`config.mk`:
```
export PLATFORM = sky130hd
export DESIGN_NAME = clk_gen_downsample_flat
export DESIGN_NICKNAME = d
export VERILOG_FILES = /design/src/rtl/clk_gen_pkg.sv /design/src/rtl/clk_gen_downsample_if.sv /design/src/rtl/clk_gen_ds_counter.sv /design/src/rtl/clk_gen_downsample.sv /design/src/flat_wrapper.sv
export SDC_FILE = /design/constraint.sdc
export NUM_CORES = 1
export LEC_CHECK = 0
export ABC_AREA = 1
export CAP_MARGIN = 30
export CORE_MARGIN = 2
export CORE_UTILIZATION = 48
export DETAILED_ROUTE_END_ITERATION = 12
export GPL_TIMING_DRIVEN = 0
export PLACE_DENSITY_LB_ADDON = 0.3
export RECOVER_POWER = 25
export SETUP_SLACK_MARGIN = 0.1
export SLEW_MARGIN = 30
export SYNTH_ARGS = -nofsm -noshare
export SYNTH_HDL_FRONTEND = slang
export SYNTH_SLANG_ARGS = --single-unit
```
`constraint.sdc`:
```
create_clock -name clk_i -period 1.7 [get_ports clk_i]
set_input_delay 0.34 -clock clk_i [delete_from_list [all_inputs] [get_ports clk_i]]
set_output_delay 0.34 -clock clk_i [all_outputs]
set_load 0.02 [all_outputs]
```
`src/rtl/clk_gen_pkg.sv`:
```
// Shared definitions for the ring-oscillator clock downsampler.
// Provides the controller state encoding and the default counter width and
// reset ratio used as parameter defaults by every file of the block.
package clk_gen_pkg;

  localparam int unsigned CLK_GEN_WIDTH       = 8;
  localparam int unsigned CLK_GEN_RESET_RATIO = 3;

  // RUN: counting, ratio request accepted
  // PEND: counting, a new ratio waits for the next falling toggle
  // GATED: clk_o parked low, counter held at zero
  typedef enum logic [1:0] {
    ST_RUN   = 2'd0,
    ST_PEND  = 2'd1,
    ST_GATED = 2'd2
  } clk_gen_state_e;

endpackage

```
`src/rtl/clk_gen_downsample_if.sv`:
```
// Ratio reconfiguration handshake for clk_gen_downsample.
//   cfg_v     : new ratio valid            (master -> slave)
//   cfg_ratio : requested ratio R          (master -> slave)
//   cfg_ready : ratio accepted this cycle  (slave -> master)
interface clk_gen_downsample_if #(
  parameter int unsigned width_p = clk_gen_pkg::CLK_GEN_WIDTH
) ();

  logic               cfg_v;
  logic [width_p-1:0] cfg_ratio;
  logic               cfg_ready;

  modport master (output cfg_v, output cfg_ratio, input cfg_ready);
  modport slave  (input cfg_v, input cfg_ratio, output cfg_ready);

endinterface

```
`src/rtl/clk_gen_ds_counter.sv`:
```
// Phase counter for the clock downsampler.
//   clk_i, reset_i : oscillator clock, synchronous active-high reset
//   run_i          : advance the counter this cycle
//   clr_i          : force the counter to zero (wins over run_i)
//   ratio_i        : terminal value R; a phase spans counts 0..R
//   tc_o           : terminal-count strobe, high while running at count R
module clk_gen_ds_counter #(
  parameter int unsigned width_p = clk_gen_pkg::CLK_GEN_WIDTH
) (
  input  logic               clk_i,
  input  logic               reset_i,
  input  logic               run_i,
  input  logic               clr_i,
  input  logic [width_p-1:0] ratio_i,
  output logic               tc_o
);

  logic [width_p-1:0] cnt_q;
  logic [width_p-1:0] cnt_d;
  logic               at_ratio;

  assign at_ratio = (cnt_q == ratio_i);
  assign tc_o     = run_i & at_ratio;

  always_comb begin
    cnt_d = cnt_q;
    if (clr_i) begin
      cnt_d = '0;
    end else if (run_i) begin
      cnt_d = at_ratio ? '0 : cnt_q + 1'b1;
    end
  end

  always_ff @(posedge clk_i) begin
    if (reset_i) begin
      cnt_q <= '0;
    end else begin
      cnt_q <= cnt_d;
    end
  end

endmodule

```
`src/rtl/clk_gen_downsample.sv`:
```
// Programmable 50%-duty clock divider clocked by the ring oscillator.
//   clk_i       : oscillator clock (sole clock)
//   reset_i     : synchronous active-high reset
//   en_i        : 1 = run, 0 = park clk_o low at the next falling toggle
//   cfg         : ratio handshake (slave side)
//   clk_o       : divided clock, period 2*(R+1) clk_i cycles, registered
//   tick_o      : one-cycle pulse in the first cycle clk_o reads 1
//   cur_ratio_o : ratio currently in effect
// Ratio changes requested while running only land on a falling toggle of
// clk_o, so every phase is a whole number of old- or new-ratio lengths.
module clk_gen_downsample #(
  parameter int unsigned width_p       = clk_gen_pkg::CLK_GEN_WIDTH,
  parameter int unsigned reset_ratio_p = clk_gen_pkg::CLK_GEN_RESET_RATIO
) (
  input  logic                    clk_i,
  input  logic                    reset_i,
  input  logic                    en_i,
  clk_gen_downsample_if.slave     cfg,
  output logic                    clk_o,
  output logic                    tick_o,
  output logic [width_p-1:0]      cur_ratio_o
);

  import clk_gen_pkg::*;

  clk_gen_state_e     state_q, state_d;
  logic               clk_q, clk_d;
  logic               tick_q, tick_d;
  logic [width_p-1:0] ratio_q, ratio_d;
  logic [width_p-1:0] pend_q, pend_d;

  logic cnt_run;
  logic cnt_clr;
  logic cnt_tc;
  logic cfg_ready;
  logic accept;
  logic fall;

  clk_gen_ds_counter #(
    .width_p (width_p)
  ) u_counter (
    .clk_i   (clk_i),
    .reset_i (reset_i),
    .run_i   (cnt_run),
    .clr_i   (cnt_clr),
    .ratio_i (ratio_q),
    .tc_o    (cnt_tc)
  );

  assign cfg_ready     = ~reset_i & (state_q != ST_PEND);
  assign cfg.cfg_ready = cfg_ready;
  assign accept        = cfg.cfg_v & cfg_ready;
  assign fall          = cnt_tc & clk_q;

  always_comb begin
    state_d = state_q;
    clk_d   = clk_q;
    tick_d  = 1'b0;
    ratio_d = ratio_q;
    pend_d  = pend_q;
    cnt_run = 1'b0;
    cnt_clr = 1'b0;

    unique case (state_q)
      ST_RUN: begin
        cnt_run = 1'b1;
        if (cnt_tc) begin
          clk_d  = ~clk_q;
          tick_d = ~clk_q;
        end
        // An accepted request outranks gating on the same fall; en_i is
        // then re-examined when the pending ratio lands.
        if (accept) begin
          pend_d  = cfg.cfg_ratio;
          state_d = ST_PEND;
        end else if (fall && !en_i) begin
          state_d = ST_GATED;
        end
      end

      ST_PEND: begin
        cnt_run = 1'b1;
        if (cnt_tc) begin
          clk_d  = ~clk_q;
          tick_d = ~clk_q;
        end
        // Counter already wraps to zero on terminal count; the clear just
        // makes the restart explicit for the new ratio's low phase.
        if (fall) begin
          ratio_d = pend_q;
          cnt_clr = 1'b1;
          state_d = en_i ? ST_RUN : ST_GATED;
        end
      end

      ST_GATED: begin
        cnt_clr = 1'b1;
        clk_d   = 1'b0;
        if (accept) begin
          ratio_d = cfg.cfg_ratio;
        end
        if (en_i) begin
          state_d = ST_RUN;
        end
      end

      default: begin
        state_d = ST_RUN;
      end
    endcase
  end

  always_ff @(posedge clk_i) begin
    if (reset_i) begin
      state_q <= ST_RUN;
      clk_q   <= 1'b0;
      tick_q  <= 1'b0;
      ratio_q <= width_p'(reset_ratio_p);
      pend_q  <= '0;
    end else begin
      state_q <= state_d;
      clk_q   <= clk_d;
      tick_q  <= tick_d;
      ratio_q <= ratio_d;
      pend_q  <= pend_d;
    end
  end

  assign clk_o       = clk_q;
  assign tick_o      = tick_q;
  assign cur_ratio_o = ratio_q;

endmodule
```
`src/flat_wrapper.sv`:
```
// flat-port wrapper written by rule: the top's interface ports become plain ports
module clk_gen_downsample_flat import clk_gen_pkg::*;
#(
  parameter int unsigned width_p       = clk_gen_pkg::CLK_GEN_WIDTH,
  parameter int unsigned reset_ratio_p = clk_gen_pkg::CLK_GEN_RESET_RATIO
)
  (clk_i, reset_i, en_i, clk_o, tick_o, cur_ratio_o, cfg_cfg_v, cfg_cfg_ratio, cfg_cfg_ready);
  clk_gen_downsample_if #(.width_p(width_p)) cfg_i ();
  input  logic clk_i;
  input  logic reset_i;
  input  logic en_i;
  output logic clk_o;
  output logic tick_o;
  output logic [width_p-1:0] cur_ratio_o;
  input wire logic [$bits(cfg_i.cfg_v)-1:0] cfg_cfg_v;
  input wire logic [$bits(cfg_i.cfg_ratio)-1:0] cfg_cfg_ratio;
  output wire logic [$bits(cfg_i.cfg_ready)-1:0] cfg_cfg_ready;
  assign cfg_i.cfg_v = cfg_cfg_v;
  assign cfg_i.cfg_ratio = cfg_cfg_ratio;
  assign cfg_cfg_ready = cfg_i.cfg_ready;
  clk_gen_downsample #(.width_p(width_p), .reset_ratio_p(reset_ratio_p)) u_core (.clk_i(clk_i), .reset_i(reset_i), .en_i(en_i), .cfg(cfg_i), .clk_o(clk_o), .tick_o(tick_o), .cur_ratio_o(cur_ratio_o));
endmodule
```
==> results.cfg <==
[logic_synthesis]
yosys_warnings = 0
ys_seq_area_share_pct = 36.8
synth_edf_count = 0
synth-seq-cells = 28
syn_area_per_cell_um2 = 7.12
yosysUniqueCellTypes = 28
syn_inst = 214
syn_nets = 230
synthArstFlopShare_pct = 0
synth.cell_area_um2 = 1520
synth-main-ff-cell = dfxtp_1

[clock_tree]
numCtsBuffers = 3
worst_skew_pair.late_latency_ns = 0.34
hold_buffers = 0
cts_num_sinks = 28
clk_pin_slew_ns = 0.16
htree_num_levels = 1
clockRootBuffer = clkbuf_4
clk_path_buf_depth = 2
cts_tree = done

[die]
die_area_um2 = 3640
initial_utilization_pct = 50.3
rows = 20
core_area_um2 = 3030
die_h_um = 60.3
io_pins = 23
die_width_um = 60.3

[route]
post_drt_wl_per_cell_um = 10.5
first_pass_iters = 4
via_per_inst = 4.71
drtIter0Drc = 56
routed_wl_um = 3040
drcViolationCount = 0
ant_nets = 0
dr_total_vias = 1357

[setup_path]
arrival_ns = 1.24
worstPathMaxFanout = 5
critPathKind = register to primary output
cp_data_required_time_ns = 1.36
end_kind = primary output
worst_setup_path_start_kind = register

[global_route]
antenna_found_initial = 0
grt_usage_pct = 18.1
grt_max_degree = 17
grt_pass1_vias = 1132
gr-total-overflow = 0
grt_pass1_wl_um = 4890

[sta]
fin_crit_sh_pct = 93.2
maxSlewViolCount = 0
setup_violations = 0
rsz0062_at_grt = yes
finalCriticalPeriod_ns = 1.58
tightest_slew_ns = 0.373
timing.fmax_ghz = 0.631
relSlewSlack_pct = 74.9
fin_skew_ns = 0.00332
hold_viol = 0
finalWorstSetupSlack_ns = 0.116

[power]
powerDensity_nw_per_um2 = 1410
leakagePower_uw = 0.000883
ir_drop_uv = 776

[place]
place.port_buffers = 22
pre_cts_slack_ns = -0.252
placed_cell_area_um2 = 1810
gp_congestion = 0.785
dp_hpwl_um = 2170

[finish]
antenna_cells = 0
nets = 261
drive_above_1_share_pct = 27.9
fin_area_um2 = 1990
area_growth_pct = 30.4

[job]
cap_violations = 0

[run_status]
status = completed

[hold_path]
hold_path_class = register to register
critical path, stage by stage (launching register included):
cell     delay [ns]
dfxtp_2        0.38
inv_2          0.06
ha_4           0.19
nor2_4         0.10
buf_2          0.17
final cells by class:
cell class,instances,area [µm²]
plain buffers,3,26.3
clock buffers,3,22.5
clock inverters,1,30.0
fillers,262,1040
inverters,38,155
multi-input cells,146,890
flip-flops and latches,28,582
well taps,44,55.1
repair buffers,25,225
state kept, by name, summed over array words and instances, names as in the netlist:
| name | cells |
|---|---|
| u_core.state_q | 2 |
| u_core.cur_ratio_o | 8 |
| u_core.tick_o | 1 |
| u_core.u_counter.cnt_q | 8 |
| u_core.clk_o | 1 |
| u_core.pend_q | 8 |
timing repair:
action,CTS,global route
pin swaps,1,7
gates cloned,0,1
buffers inserted,1,2
setup endpoints to repair,31,25
gates resized for setup,21,39
per-stage QoR:
| step | hold WS (ns) | instances | power (µW) | setup TNS, ns | util [%] |
|---|---|---|---|---|---|
| after detailed placement | 0.446 | 280 | 2220 | -1.76 | 59.7 |
| after floorplan | 0.409 | 214 | 1850 | 0 | - |
| after global routing | 0.477 | 288 | 3030 | -0.113 | 65.6 |
| after global placement | 0.436 | 280 | 2210 | -1.45 | 59.7 |
| after CTS | 0.466 | 285 | 2640 | 0 | 62.1 |
| final | 0.462 | 288 | 2800 | 0 | 65.6 |
layout by cell type (no fill, tap or decap), drive strengths merged, types with 2 or more instances in the layout:
cell type,n
clkbuf,5
nor2,15
inv,37
o21ai,17
buf,5
nand2,64
ha,4
xor2,6
o22ai,2
nand3,6
nand4,3
dlygate4sd2,10
dfxtp,28
nor3,9
clkdlybuf4s50,11
a21oi,18
Yosys cell counts, drive strengths merged (3+ instances only):
master / n / area share [%]
xor2: 6 / 3.5
inv: 36 / 8.9
ha: 4 / 3.3
nand2: 64 / 17
nor3: 9 / 3.6
dfxtp: 28 / 37
nor2: 15 / 5.3
nand4: 3 / 1.2
nand3: 5 / 3.3
o21ai: 17 / 5.6
a21oi: 18 / 7.6
power by group:
group / internal [µW] / switching (µW) / leakage, µW
clock: 239 / 213 / 0.0000279
combinational: 539 / 878 / 0.000621
sequential: 818 / 118 / 0.000235
final timing paths:
kind	startpoint	endpoint	slack, ns	cells after the start
worst min-delay path	u_core.pend_q[0]	u_core.pend_q[0]	0.46	2
worst min register to register	u_core.pend_q[0]	u_core.pend_q[0]	0.46	2
worst max register to register	u_core.cur_ratio_o[6]	u_core.u_counter.cnt_q[3]	0.14	11
worst max-delay path	u_core.state_q[1]	cfg_cfg_ready	0.12	4
layer usage:
metal	wire length, µm	part of all wire [%]	GRT usage, %
met1	1510	50	25.7
met3	73	2.4	3.25
met5	0	0	0
met4	55	1.8	7.62
met2	1400	46	27.0
cells by family after synthesis:
logic type	synth area share (%)
adder cells (fa/ha/maj)	3.29
XOR/XNOR	3.45
AND/OR/NAND/NOR	30.6
buffers and inverters	11.3
AO/OA/AOI/OAI	14.5
flip-flops	36.8
No activity file was read; power rests on OpenSTA's default activity.
